$ cat src/rtl/regfile_pkg.sv
// Shared constants, opcode/state enums and instruction field positions
// for the register-file operation sequencer.
package regfile_pkg;

    localparam int DATA_W  = 8;
    localparam int ADDR_W  = 3;
    localparam int INSTR_W = 16;
    localparam int SHAMT_W = $clog2(DATA_W);

    // Instruction field bit positions
    localparam int OPC_MSB = 15;
    localparam int OPC_LSB = 13;
    localparam int RD_MSB  = 12;
    localparam int RD_LSB  = 10;
    localparam int RS1_MSB = 9;
    localparam int RS1_LSB = 7;
    localparam int RS2_MSB = 6;
    localparam int RS2_LSB = 4;
    localparam int IMM_MSB = 7;
    localparam int IMM_LSB = 0;

    typedef enum logic [2:0] {
        OP_ADD = 3'b000,
        OP_SUB = 3'b001,
        OP_AND = 3'b010,
        OP_OR  = 3'b011,
        OP_XOR = 3'b100,
        OP_SHL = 3'b101,
        OP_LDI = 3'b110,
        OP_CMP = 3'b111
    } opcode_e;

    typedef enum logic [1:0] {
        S_IDLE = 2'd0,
        S_READ = 2'd1,
        S_EXEC = 2'd2,
        S_WB   = 2'd3
    } state_e;

endpackage

$ cat src/rtl/regfile_op_sequencer_if.sv
// Instruction handshake plus register-file port bundle between an
// upstream issuer / register file (master) and the sequencer (slave).
interface regfile_op_sequencer_if;
    import regfile_pkg::*;

    logic               instr_valid;
    logic               instr_ready;
    logic [INSTR_W-1:0] instr;
    logic [ADDR_W-1:0]  read_port_1;
    logic [ADDR_W-1:0]  read_port_2;
    logic [DATA_W-1:0]  read_data_1;
    logic [DATA_W-1:0]  read_data_2;
    logic [ADDR_W-1:0]  write_port_1;
    logic               write_enable;
    logic [DATA_W-1:0]  write_data;
    logic               flag_z;
    logic               flag_c;
    logic               busy;
    logic               done;

    modport master (
        output instr_valid, instr, read_data_1, read_data_2,
        input  instr_ready, read_port_1, read_port_2, write_port_1,
               write_enable, write_data, flag_z, flag_c, busy, done
    );

    modport slave (
        input  instr_valid, instr, read_data_1, read_data_2,
        output instr_ready, read_port_1, read_port_2, write_port_1,
               write_enable, write_data, flag_z, flag_c, busy, done
    );

endinterface

$ cat src/rtl/regfile_alu.sv
// Combinational 8-bit ALU: result, carry/borrow/shift-out and zero.
module regfile_alu
    import regfile_pkg::*;
(
    input  opcode_e           opcode_i,
    input  logic [DATA_W-1:0] op_a_i,
    input  logic [DATA_W-1:0] op_b_i,
    input  logic [DATA_W-1:0] imm8_i,
    output logic [DATA_W-1:0] result_o,
    output logic              carry_o,
    output logic              zero_o
);

    logic [DATA_W:0]     sum_w;
    logic [DATA_W:0]     diff_w;
    logic [2*DATA_W-1:0] shl_w;

    // Extended-width arithmetic so the carry/borrow lands in the top bit;
    // the shift's bit DATA_W is the last bit pushed out (0 for a zero shift).
    always_comb begin
        sum_w  = {1'b0, op_a_i} + {1'b0, op_b_i};
        diff_w = {1'b0, op_a_i} - {1'b0, op_b_i};
        shl_w  = {{DATA_W{1'b0}}, op_a_i} << op_b_i[SHAMT_W-1:0];
    end

    // Opcode select; LDI carry is ignored by the sequencer.
    always_comb begin
        result_o = '0;
        carry_o  = 1'b0;
        case (opcode_i)
            OP_ADD: begin
                result_o = sum_w[DATA_W-1:0];
                carry_o  = sum_w[DATA_W];
            end
            OP_SUB, OP_CMP: begin
                result_o = diff_w[DATA_W-1:0];
                carry_o  = diff_w[DATA_W];
            end
            OP_AND: result_o = op_a_i & op_b_i;
            OP_OR:  result_o = op_a_i | op_b_i;
            OP_XOR: result_o = op_a_i ^ op_b_i;
            OP_SHL: begin
                result_o = shl_w[DATA_W-1:0];
                carry_o  = shl_w[DATA_W];
            end
            OP_LDI: result_o = imm8_i;
            default: begin
                result_o = '0;
                carry_o  = 1'b0;
            end
        endcase
    end

    assign zero_o = (result_o == '0);

endmodule

$ cat src/rtl/regfile_op_sequencer.sv
// Multi-cycle sequencer: IDLE -> READ -> EXEC -> WB (LDI skips READ).
// Reads and the write-back always happen in different cycles.
module regfile_op_sequencer
    import regfile_pkg::*;
(
    input  logic                   clk,
    input  logic                   rst,
    regfile_op_sequencer_if.slave  bus
);

    state_e             state_q;
    logic [INSTR_W-1:0] instr_q;
    logic [DATA_W-1:0]  op_a_q;
    logic [DATA_W-1:0]  op_b_q;
    logic [DATA_W-1:0]  result_q;
    logic               carry_q;
    logic               zero_q;
    logic [ADDR_W-1:0]  rp1_q;
    logic [ADDR_W-1:0]  rp2_q;
    logic [ADDR_W-1:0]  wp_q;
    logic               we_q;
    logic               done_q;
    logic               flag_z_q;
    logic               flag_c_q;

    opcode_e            opcode_w;
    opcode_e            in_opcode_w;
    logic [DATA_W-1:0]  alu_result_w;
    logic               alu_carry_w;
    logic               alu_zero_w;

    assign opcode_w    = opcode_e'(instr_q[OPC_MSB:OPC_LSB]);
    assign in_opcode_w = opcode_e'(bus.instr[OPC_MSB:OPC_LSB]);

    regfile_alu u_alu (
        .opcode_i (opcode_w),
        .op_a_i   (op_a_q),
        .op_b_i   (op_b_q),
        .imm8_i   (instr_q[IMM_MSB:IMM_LSB]),
        .result_o (alu_result_w),
        .carry_o  (alu_carry_w),
        .zero_o   (alu_zero_w)
    );

    // Sequencer FSM with all register-file-facing outputs registered.
    always_ff @(posedge clk or posedge rst) begin
        if (rst) begin
            state_q  <= S_IDLE;
            instr_q  <= '0;
            op_a_q   <= '0;
            op_b_q   <= '0;
            result_q <= '0;
            carry_q  <= 1'b0;
            zero_q   <= 1'b0;
            rp1_q    <= '0;
            rp2_q    <= '0;
            wp_q     <= '0;
            we_q     <= 1'b0;
            done_q   <= 1'b0;
            flag_z_q <= 1'b0;
            flag_c_q <= 1'b0;
        end else begin
            we_q   <= 1'b0;
            done_q <= 1'b0;
            case (state_q)
                S_IDLE: begin
                    if (bus.instr_valid) begin
                        instr_q <= bus.instr;
                        // Present read indices already during READ.
                        rp1_q   <= bus.instr[RS1_MSB:RS1_LSB];
                        rp2_q   <= bus.instr[RS2_MSB:RS2_LSB];
                        state_q <= (in_opcode_w == OP_LDI) ? S_EXEC : S_READ;
                    end
                end
                S_READ: begin
                    op_a_q  <= bus.read_data_1;
                    op_b_q  <= bus.read_data_2;
                    state_q <= S_EXEC;
                end
                S_EXEC: begin
                    result_q <= alu_result_w;
                    carry_q  <= alu_carry_w;
                    zero_q   <= alu_zero_w;
                    wp_q     <= instr_q[RD_MSB:RD_LSB];
                    we_q     <= (opcode_w != OP_CMP);
                    done_q   <= 1'b1;
                    state_q  <= S_WB;
                end
                S_WB: begin
                    // Flags commit only when the instruction retires.
                    flag_z_q <= zero_q;
                    if (opcode_w != OP_LDI) begin
                        flag_c_q <= carry_q;
                    end
                    state_q <= S_IDLE;
                end
                default: state_q <= S_IDLE;
            endcase
        end
    end

    assign bus.instr_ready  = (state_q == S_IDLE);
    assign bus.busy         = (state_q != S_IDLE);
    assign bus.read_port_1  = rp1_q;
    assign bus.read_port_2  = rp2_q;
    assign bus.write_port_1 = wp_q;
    assign bus.write_enable = we_q;
    assign bus.write_data   = result_q;
    assign bus.flag_z       = flag_z_q;
    assign bus.flag_c       = flag_c_q;
    assign bus.done         = done_q;

endmodule

$ cat src/flat_wrapper.sv
// flat-port wrapper written by rule: the top's interface ports become plain ports
module regfile_op_sequencer_flat import regfile_pkg::*;
  (clk, rst, bus_instr_valid, bus_instr, bus_read_data_1, bus_read_data_2, bus_instr_ready, bus_read_port_1, bus_read_port_2, bus_write_port_1, bus_write_enable, bus_write_data, bus_flag_z, bus_flag_c, bus_busy, bus_done);
  regfile_op_sequencer_if bus_i ();
  input  logic clk;
  input  logic rst;
  input wire logic [$bits(bus_i.instr_valid)-1:0] bus_instr_valid;
  input wire logic [$bits(bus_i.instr)-1:0] bus_instr;
  input wire logic [$bits(bus_i.read_data_1)-1:0] bus_read_data_1;
  input wire logic [$bits(bus_i.read_data_2)-1:0] bus_read_data_2;
  output wire logic [$bits(bus_i.instr_ready)-1:0] bus_instr_ready;
  output wire logic [$bits(bus_i.read_port_1)-1:0] bus_read_port_1;
  output wire logic [$bits(bus_i.read_port_2)-1:0] bus_read_port_2;
  output wire logic [$bits(bus_i.write_port_1)-1:0] bus_write_port_1;
  output wire logic [$bits(bus_i.write_enable)-1:0] bus_write_enable;
  output wire logic [$bits(bus_i.write_data)-1:0] bus_write_data;
  output wire logic [$bits(bus_i.flag_z)-1:0] bus_flag_z;
  output wire logic [$bits(bus_i.flag_c)-1:0] bus_flag_c;
  output wire logic [$bits(bus_i.busy)-1:0] bus_busy;
  output wire logic [$bits(bus_i.done)-1:0] bus_done;
  assign bus_i.instr_valid = bus_instr_valid;
  assign bus_i.instr = bus_instr;
  assign bus_i.read_data_1 = bus_read_data_1;
  assign bus_i.read_data_2 = bus_read_data_2;
  assign bus_instr_ready = bus_i.instr_ready;
  assign bus_read_port_1 = bus_i.read_port_1;
  assign bus_read_port_2 = bus_i.read_port_2;
  assign bus_write_port_1 = bus_i.write_port_1;
  assign bus_write_enable = bus_i.write_enable;
  assign bus_write_data = bus_i.write_data;
  assign bus_flag_z = bus_i.flag_z;
  assign bus_flag_c = bus_i.flag_c;
  assign bus_busy = bus_i.busy;
  assign bus_done = bus_i.done;
  regfile_op_sequencer u_core (.clk(clk), .rst(rst), .bus(bus_i));
endmodule
$ cat config.mk
export PLATFORM = sky130hd
export DESIGN_NAME = regfile_op_sequencer_flat
export DESIGN_NICKNAME = d
export VERILOG_FILES = /design/src/rtl/regfile_pkg.sv /design/src/rtl/regfile_op_sequencer_if.sv /design/src/rtl/regfile_alu.sv /design/src/rtl/regfile_op_sequencer.sv /design/src/flat_wrapper.sv
export SDC_FILE = /design/constraint.sdc
export NUM_CORES = 1
export LEC_CHECK = 0
export BUFFER_PORTS_ARGS = -buffer_cell sky130_fd_sc_hd__buf_4
export CORE_ASPECT_RATIO = 0.6
export CORE_MARGIN = 10
export CORE_UTILIZATION = 52
export CTS_CLUSTER_DIAMETER = 100
export DETAILED_ROUTE_END_ITERATION = 16
export GPL_TIMING_DRIVEN = 0
export PLACE_DENSITY = 0.77
export SLEW_MARGIN = 20
export SYNTH_ARGS = -nofsm -noshare
export SYNTH_HDL_FRONTEND = slang
export SYNTH_HIERARCHICAL = 1
export SYNTH_SLANG_ARGS = --single-unit
export TNS_END_PERCENT = 30
$ cat constraint.sdc
create_clock -name clk -period 2.5 [get_ports clk]
set_input_delay 0.5 -clock clk [delete_from_list [all_inputs] [get_ports clk]]
set_output_delay 0.5 -clock clk [all_outputs]
set_load 0.02 [all_outputs]
## Yosys cells after proc, flatten, opt, wreduce, memory -nomap -nowiden

Index checks and enable logic that the tools add are counted.

- Flip-flop bits (word level): 57
- Bits in latches: 0
- RAM bits: 0
- ROM bits: 0
- Input bits: 35
- Output and inout bits: 23
- Memories: 0

- Add/subtract/negate cells: 2
- $mul: 0
- Divide/modulo/power cells: 0
- Order comparisons: 0
- Eq/ne operators: 14
- Shift operators: 1
- Multiplexer cells: 7
- Bitwise operators: 3
- Reductions and logical operators: 7

Operator list:

| operator | number |
|---|---|
| 8-bit one-hot mux with 7 select lines | 1 |
| 3-bit == test (second input constant) | 5 |
| 8-bit by 8-bit adder with 9-bit output | 1 |
| 8-bit by 3-bit << shifter with 9-bit output | 1 |
| 8-bit by 8-bit subtractor with 9-bit output | 1 |
| 8-bit bitwise AND | 1 |
| 8-bit zero test | 1 |
| 8-bit OR | 1 |
| 2-bit one-hot mux with 4 select lines | 1 |
| 8-bit bitwise XOR | 1 |
| 3-bit by 2-bit == test with 1-bit output (second input constant) | 2 |
| 3-bit inequality test (second input constant) | 2 |
| 2-bit == test (second input constant) | 2 |
| 2-bit two-way mux | 2 |
| 2-bit AND reduction | 2 |
| 3-bit by 1-bit == test with 1-bit output (second input constant) | 1 |
| 3-bit zero test | 1 |
| 1-bit one-hot mux with 3 select lines | 1 |
| 2-bit by 1-bit == test with 1-bit output (second input constant) | 1 |
| 2-bit zero test | 1 |
| 1-bit two-way mux | 2 |
| 2-bit inequality test (second input constant) | 1 |
| 2-bit nonzero test | 1 |
| 2-bit OR reduction | 1 |

## Longest topological paths before layout

Gate-level depths: netlist of run 1.

- Depth in word-level cells: 4
- Depth in mapped cells: 11
- Mapped depth without buffers: 11

## Hierarchy

Netlist of run 1, hierarchy kept.

By module, submodules not included:

| module | instances | cells an instance | area an instance (um^2) | sequential area each (um^2) |
|---|---|---|---|---|
| regfile_op_sequencer | 1 | 132 | 2109.5 | 1276.2 |
| regfile_alu | 1 | 223 | 1589.0 | 0.0 |

## Least setup slack after synthesis of run 1

No wires, ideal clock.

- Path kind: register to register
- Start point: reg u_core.op_b_q[1]
- End point: reg u_core.zero_q
- Arrival: 2565 ps
- Path slack: -130 ps
- Stages on the path, launching flop included: 12
- Buffers on the path: 1
- Clock period less this slack: 2630 ps
- Cell sequence: dfrtp_1 > buf_2 > inv_1 > ha_1 > a211oi_1 > o21bai_1 > a21oi_1 > o21ai_0 > a2111oi_4 > o31ai_2 > nor4_2 > mux2_2

- Word-level cells in the longest chain between the ends: 3
- Elaborated cells between the ends (all ways): 8

Ends and longest elaborated chain:

| element | RTL line | source |
|---|---|---|
| from (decl) | regfile_op_sequencer.sv:14 | `logic [DATA_W-1:0] op_b_q;` |
| from (signal assigned) | regfile_op_sequencer.sv:77 | `op_b_q <= bus.read_data_2;` |
| 8-bit by 8-bit subtractor with 9-bit output (tied with other cells) | regfile_alu.sv:22 | `diff_w = {1'b0, op_a_i} - {1'b0, op_b_i};` |
| 8-bit one-hot mux with 7 select lines * | regfile_alu.sv:30 | `case (opcode_i)` |
| net u_core.alu_result_w[7] | regfile_op_sequencer.sv:28 | `logic [DATA_W-1:0] alu_result_w;` |
| 8-bit zero test * | regfile_alu.sv:54 | `assign zero_o = (result_o == '0);` |
| net u_core.alu_zero_w | regfile_op_sequencer.sv:30 | `logic alu_zero_w;` |
| to (signal assigned) | regfile_op_sequencer.sv:83 | `zero_q <= alu_zero_w;` |
| to (decl) | regfile_op_sequencer.sv:17 | `logic zero_q;` |

Mark *: on every way through the listed nets, which the timed path passes. The rest lies on a longest branch.
A chain may end at the register's enable or synchronous reset.

## Worst setup path after layout of run 1

- Start point: reg u_core.instr_q[13]
- End point: reg u_core.zero_q

- Word-level cells in the longest chain between the ends: 4
- Elaborated cells between the ends (all ways): 11

Ends and longest elaborated chain:

| element | RTL line | source |
|---|---|---|
| from (decl) | regfile_op_sequencer.sv:12 | `logic [INSTR_W-1:0] instr_q;` |
| from (signal assigned) | regfile_op_sequencer.sv:68 | `instr_q <= bus.instr;` |
| 3-bit by 1-bit == test with 1-bit output / 3-bit == test (equally long branches) | regfile_alu.sv:30 |  |
| 2-bit OR reduction | regfile_alu.sv:30 |  |
| 8-bit one-hot mux with 7 select lines * | regfile_alu.sv:30 |  |
| 8-bit zero test * | regfile_alu.sv:54 |  |
| net u_core.alu_zero_w | regfile_op_sequencer.sv:30 |  |

Marked as above.

==> out/results.txt, run 1 <==
CTS built an H-tree with a depth of 2. The max-capacitance violation count is 0. The logs give 0.923 for the global placement routability congestion and 0.30 ns for the clock latency on the worst-skew pair.

From synthesis to final layout, the design area changed by 30.6%. Worst slack at placement: -0.302 ns. The first global-routing pass estimated 16600 um of wire.

The largest total area in the synthesized netlist belongs to dfrtp_1. The root buffer cell chosen for the clock tree is clkbuf_16. The run gives 0.345 as the sequential area share after synthesis.

The fraction of synthesis flops using an asynchronous set or reset pin came out at 1.00. The critical path's most frequent cell was o211ai_1. The mapped netlist covers 3700 um2. The worst path buffer plus inverter count was 1. The count of flip-flops with a built-in enable after synthesis was 0; the final instance area was 4830 um2. The register bit count reported by yosys was 51; the minimum setup slack in the final design was 0.0210 ns. TritonCTS built the clock tree. The final-report hold violation count is 0.

The number of cells on the worst reg-to-reg path is 9. The flow ran to the end, and the final reports show no timing, DRC or antenna violations. Setup violations remaining at the end of the flow were counted as 0. Setup repair after global routing could not meet its margin everywhere. CTS saw 51 sinks. The critical path goes through buf_2 -> nor3_2 -> nand3_1 -> o211ai_1 -> a221oi_2 -> o2111a_2 -> o211ai_1 -> nor4_2 -> mux2_4. The tools report the startpoint of the most critical register-to-register path as u_core/instr_q[13]$_DFFE_PP0P_.

Yosys instantiated no cell more often than dfrtp_1. Clock skew on the completed layout was measured at 0.0100 ns. The smallest clock period supported by the final layout is computed as 2.48 ns.

The initial standard-cell utilization of the core is 0.545. In this run, post-CTS hold repair placed 0 buffers. After legalization and detailed placement, the total HPWL measured 7760 um.

Setup total negative slack: 0 ns. The slew at the pin closest to its max-slew limit came out at 0.775 ns. The worst setup path is launched from a flip-flop.

The worst max-slew margin expressed relative to the limit was 0.480. The global-route usage over all layers was 0.188; the timing-limited maximum frequency was 403 MHz. The number of antenna violations at the first check in global routing is 0, and the number of placement rows is 23.

The setup path with the least slack is of type reg2reg. The number of global-route vias before repair is 3103. In the post-synthesis netlist, the biggest area contributors are dfrtp_1 35%, mux2_2 11%, ha_1 10%. For the sequential cell area, the log shows 1290 um2. Data arrives at the worst endpoint at 2.66 ns. After synthesis, the mean cell area works out to 10.4 um2.

The number of max-slew violations in the final report is 0. The data required time of the worst path was 2.68 ns. The commonest cells after synthesis are 51 x dfrtp_1, 37 x mux2_2, 31 x ha_1, 28 x inv_1, 23 x nand2_1. The fraction of post-synthesis cell area in the top cell type by area came out at 0.345. The final route contains 3105 vias. Entering global routing, the biggest net connects 36 pins.

The multi-input combinational cells in the finished layout cover a total of 2390 um2. In this run the remaining antenna-violating nets after routing total 0. The first routing iteration left 261 violations. In the synthesized netlist the dominant register cell turns out to be dfrtp_1. The full die area was 11000 um2; the placed standard-cell area was 4290 um2.

The longest clock path from root to sink contains 2 buffers. Buffers placed on the I/O ports in this run total 57. When the netlist entered floorplanning its net count stood at 423. The run gives 6 as the number of warning messages in the yosys log. After detailed routing, the number of remaining DRC violations is 0.

The final layout contains routed wiring with a total length of 10500 um. 58 I/O pins were placed. In this run the critical register-to-register path is captured at u_core/zero_q$_DFFE_PP0N_. The residual overflow from global routing was 0. The minimum setup slack among reg-to-reg paths came out at 0.02 ns. The number of clock buffers added by TritonCTS is 5.

Final cycle utilization of the critical path: 0.992. The core region is 6790 um2. The clock input transition at the sequential cells of the worst setup and hold paths was 0.07 ns.

The fraction of final layout cells with drive strength greater than 1 is 0.480. For this design, the slowest cell found on the critical path is nor3_2. The critical-path maximum fanout was 10. In the final design database the tool counted 510 nets.

First-pass iteration count of the detailed router: 5. The number of antenna diodes in the final layout is 0. The tools report the kind of end point of the critical path as a flip-flop.

Counting every instance in the synthesized netlist gives 355. For this run, the slowest stage of the critical path takes 0.64 ns. Hold is met by 0.196 ns. For the post-synthesis cell type count, the log shows 62. The critical path's top delay family was simple AND/OR/NAND/NOR gates.

In the final routed layout, each cell accounts on average for 19.8 um. The die span in y is 85.3 um. The run gives 503 as the total of fill cells in the finished design. The routed via count divided by cell count was 5.87. The path class of the tightest hold or removal check is in2async. Measured along the x axis, the die boundary spans 129 um.
-- flip-flops by register name, indices dropped and copies added, names as in the netlist --
register / cells
u_core/bus.write_enable: 1
u_core/op_b_q: 8
u_core/op_a_q: 8
u_core/bus.write_data: 8
u_core/bus.done: 1
u_core/bus.flag_c: 1
u_core/instr_q: 16
u_core/zero_q: 1
u_core/bus.flag_z: 1
u_core/bus.write_port_1: 3
u_core/carry_q: 1
u_core/state_q: 2
-- cells in the final DEF, fill, tap and decap left out, types with 3 or more instances in the layout --
| master | instances |
|---|---|
| a211oi_1 | 6 |
| a21oi_1 | 9 |
| a21oi_2 | 7 |
| a32oi_1 | 3 |
| buf_2 | 5 |
| buf_4 | 86 |
| buf_6 | 5 |
| clkbuf_16 | 5 |
| dfrtp_1 | 43 |
| dfrtp_2 | 8 |
| ha_1 | 23 |
| ha_2 | 4 |
| ha_4 | 4 |
| inv_1 | 21 |
| inv_2 | 6 |
| mux2_2 | 36 |
| mux2_4 | 11 |
| mux2i_1 | 10 |
| nand2_1 | 23 |
| nand2b_1 | 5 |
| nand3_1 | 3 |
| nor2_1 | 19 |
| nor2b_1 | 7 |
| nor3_1 | 3 |
| nor3_2 | 4 |
| o21a_1 | 3 |
| o21ai_0 | 9 |
| o21ai_1 | 4 |
| xnor2_1 | 3 |
-- metal layers --
layer  vias to the layer above  global-route usage  routed length [um]
li1                       1435                   -                   -
met1                      1507               0.263                4870
met2                       149               0.272                4520
met3                        14              0.0646                1020
met4                         0              0.0391                  84
met5                         -                   0                   0
-- through the flow --
stage | cells | utilization
3_5_place_dp | 500 | 0.631
2_1_floorplan | 355 | -
6_report | 529 | 0.711
3_3_place_gp | 499 | 0.628
5_1_grt | 529 | 0.711
4_1_cts | 522 | 0.688
-- timing repair --
action | in CTS | in global routing
setup buffers | 17 | 7
endpoints found under the setup margin | 5 | 6
pin swaps | 19 | 17
resized for setup | 34 | 28
-- kinds of logic (layout without fill, tap and decap cells) --
family	Yosys count	after routing	synth area share
mux	60	60	0.201
fa+ha+maj	33	33	0.116
flops	51	51	0.345
simple gates	84	84	0.119
xor+xnor	3	3	0.00711
buf+inv	50	137	0.0656
compound gates	74	74	0.146
-- worst max-delay path by stage --
stage,slack (ns),endpoint,cells past startpoint,startpoint
6_report,0.02,u_core/zero_q$_DFFE_PP0N_,9,u_core/instr_q[13]$_DFFE_PP0P_
5_1_grt,-0.12,u_core/zero_q$_DFFE_PP0N_,9,u_core/instr_q[15]$_DFFE_PP0P_
4_1_cts,0.0003,u_core/zero_q$_DFFE_PP0N_,10,u_core/op_a_q[5]$_DFFE_PP0N_
3_5_place_dp,-0.30,u_core/zero_q$_DFFE_PP0N_,11,u_core/op_b_q[1]$_DFFE_PP0N_
3_3_place_gp,-0.29,u_core/zero_q$_DFFE_PP0N_,10,u_core/op_a_q[1]$_DFFE_PP0N_
2_1_floorplan,0.006,u_core/zero_q$_DFFE_PP0N_,11,u_core/op_b_q[1]$_DFFE_PP0N_
-- area by class of cell --
cell class	count	area share
Multi-Input combinational cell	254	0.494
Sequential cell	51	0.266
Timing Repair Buffer	81	0.129
Buffer	21	0.0313
Clock buffer	5	0.0259
Inverter	28	0.0225
Tap cell	87	0.0225
Clock inverter	2	0.00777
-- worst register-to-register path: cells and delay by family, from the launching register on --
kind / cells / cell delay [ns]
and+or+nand+nor: 3 / 0.86
AOI/OAI and AO/OA: 4 / 0.61
DFF: 1 / 0.43
muxes: 1 / 0.26
buffers and inverters: 1 / 0.20
Power of run 1 is left out: the tool's default activity adds up to more than one toggle a clock period on the data nets, which glitch-free logic cannot reach.
==> inputs of run 2 (changes only) <==
--- a/config.mk
+++ b/config.mk
@@ -7,9 +7,9 @@
 export LEC_CHECK = 0
 export BUFFER_PORTS_ARGS = -buffer_cell sky130_fd_sc_hd__buf_4
 export CORE_ASPECT_RATIO = 0.6
-export CORE_MARGIN = 10
+export CORE_MARGIN = 1.5
 export CORE_UTILIZATION = 52
-export CTS_CLUSTER_DIAMETER = 100
+export CTS_CLUSTER_DIAMETER = 60
 export DETAILED_ROUTE_END_ITERATION = 16
 export GPL_TIMING_DRIVEN = 0
 export PLACE_DENSITY = 0.77
==> out/results.txt, run 2 (synthesized netlist as in run 1, its figures left out) <==
The class of the tightest hold or removal check was in2async. The flip-flop count of the largest register, all copies and words added is 16. The fraction of final layout cells with drive strength greater than 1 came out at 0.462. The checks that failed: negative setup slack. For the number of antenna violations at the first check in global routing, the log shows 0.

The critical path's top delay family was simple AND/OR/NAND/NOR gates. Based on the critical path, the design can be clocked at up to 397 MHz. The worst setup path is launched from a flip-flop. The post-route antenna net violation count came out at 0. The worst setup path is captured at a flip-flop.

From left edge to right edge, the die measures 112 um. In this run the worst path has a maximum fanout of 9. The filler cells instantiated in the layout total 528. The top-level I/O count is 58. The run gives 2350 um2 as the area used by multi-input combinational logic. The number of global-route vias before repair came out at 3041. The final cycle utilization of the critical path works out to 1.01.

Setup repair after global routing could not meet its margin everywhere. Register with the highest flop count: u_core/instr_q. The slowest stage of the critical path is the nand2b_1 cell. The tools report the count of nets after finishing as 509. The minimum setup slack in the final design was -0.0168 ns.

The tool flagged a number of max-cap violations equal to 0. The die span in y is 68.3 um. The number of logic stages on the critical path including buffering works out to 8. For this block, the initial DRC count from the detailed router was 186. The placeable core region was 6760 um2. The detailed-route wire length per cell came out at 19.1 um.

Summed over all layers, the global routing overflow is 0. The clock reaches the later pin of the worst-skew pair after 0.30 ns. No sink is reached through more buffers than the 2 on the longest clock path. The congestion estimate from routability-driven global placement came to 0.977. For the worst setup path, the data required time is 2.68 ns.

The largest net degree at the start of global routing was 36; the worst path buffer plus inverter count was 1. The count of vias placed by the detailed router came out at 3165. The final layout contains routed wiring with a total length of 10100 um.

Hold repair after CTS inserted 0 buffers. In the routed design, unresolved DRC markers number 0. The first global-routing pass estimated 15800 um of wire. The highest cell delay on the worst timing path is 0.42 ns, and the TritonCTS sink count is 51. The CTS buffer count came out at 5.

Counting cells, the worst reg-to-reg path comes to 8. Walking the worst path, the cells encountered are buf_2 -> nand2b_1 -> nand3_2 -> o2111ai_1 -> o31ai_1 -> a21oi_1 -> nor4_2 -> mux2_4. For the finished layout, the period the worst path requires is 2.52 ns. The final number of setup-violating endpoints came out at 2.

The H-tree depth is 2, and the clock input transition at the sequential cells of the worst setup and hold paths is 0.07 ns. Data arrival time at the worst-slack endpoint: 2.70 ns. The logs give 0.547 for the initial standard-cell utilization of the core and 7640 um2 for the full die area.

In the final layout, flip-flops and latches occupy 1290 um2. The post-route core utilization came out at 0.703. The tree is rooted in a clkbuf_16. Input and output buffers added on the ports amount to 57. The routed via count divided by cell count is 5.98.

The number of antenna diodes in the final layout is 0. TritonCTS built the clock tree. The global-route usage over all layers was 0.273. Most common cell after layout, fill and taps aside: buf_4. The HPWL after detailed placement is 7380 um. The tools report the worst max-slew margin expressed relative to the limit as 0.639. The run gives 0 as the number of max-slew violations in the final report. Type of the worst setup path: reg2reg. Leaving out fill and tap cells, the most frequent cells in the layout are 86 x buf_4, 43 x dfrtp_1, 36 x mux2_2.

From synthesis to final layout, the design area changed by 28.6%. The run finished, with violations left. The number of placement rows is 23, and the final-report hold violation count is 0.

The tools report the clock skew after layout as 0.00611 ns. The first-pass iteration count of the detailed router is 5, and the slew at the pin closest to its max-slew limit is 0.541 ns.
-- run 2: cell count changes in the layout (fill, tap and decap cells not counted), sizes merged --
cell / delta
bufinv: -1
inv: +1
clkbuf: +1
clkinvlp: -1
buf: -1
clkinv: +1
-- run 2: area by class of cell --
cell class,instances,area share
inverters,28,0.0226
clock inverters,2,0.00263
multi-input cells,254,0.493
clock buffers,6,0.0271
flip-flops and latches,51,0.270
well taps,87,0.0229
repair buffers,80,0.129
plain buffers,21,0.0321
-- run 2: what timing repair did --
action / CTS / global route
setup endpoints to repair: 5 / 6
gates resized for setup: 28 / 26
buffers inserted: 16 / 6
pin swaps: 12 / 15
-- run 2: per-layer routing --
metal	up-vias	track usage	routed length, um	part of all wire
met5	-	0	0	0
met4	0	0.0854	182	0.018
met3	25	0.0647	825	0.082
met2	141	0.412	4260	0.42
met1	1553	0.389	4820	0.48
li1	1446	-	-	-
-- run 2: path summary, 6_finish.rpt --
path                                                        start                                endpoint  slack [ns]
min                                                           rst            u_core/op_b_q[7]$_DFFE_PP0N_        0.19
max reg2reg                        u_core/instr_q[15]$_DFFE_PP0P_               u_core/zero_q$_DFFE_PP0N_       -0.02
min reg2reg                u_core/bus.write_port_1[2]$_DFFE_PP0N_  u_core/bus.write_port_1[2]$_DFFE_PP0N_        0.51
max                                u_core/instr_q[15]$_DFFE_PP0P_               u_core/zero_q$_DFFE_PP0N_       -0.02
min in group clk                               bus_read_data_1[0]            u_core/op_a_q[0]$_DFFE_PP0N_        0.43
max in group asynchronous                                     rst           u_core/instr_q[2]$_DFFE_PP0P_        1.78
-- run 2: worst register-to-register path, stage by stage (launching register included) --
cell	delay (ns)
dfrtp_1	0.41
buf_2	0.24
nand2b_1	0.43
nand3_2	0.30
o2111ai_1	0.27
o31ai_1	0.09
a21oi_1	0.30
nor4_2	0.09
mux2_4	0.27
-- run 2: metrics by stage --
step | setup TNS (ns) | instances | cell area [um2] | hold WS, ns | setup slack (ns)
after CTS | -0.00602 | 523 | 4630 | 0.194 | -0.00602
final | -0.0282 | 529 | 4760 | 0.187 | -0.0168
after floorplan | 0 | 355 | 3730 | 0.468 | 0.00591
after global routing | -0.203 | 529 | 4760 | 0.208 | -0.127
after detailed placement | -1.14 | 500 | 4290 | 0.491 | -0.347
after global placement | -0.972 | 499 | 4270 | 0.488 | -0.309
Power of run 2 is left out for the same reason.
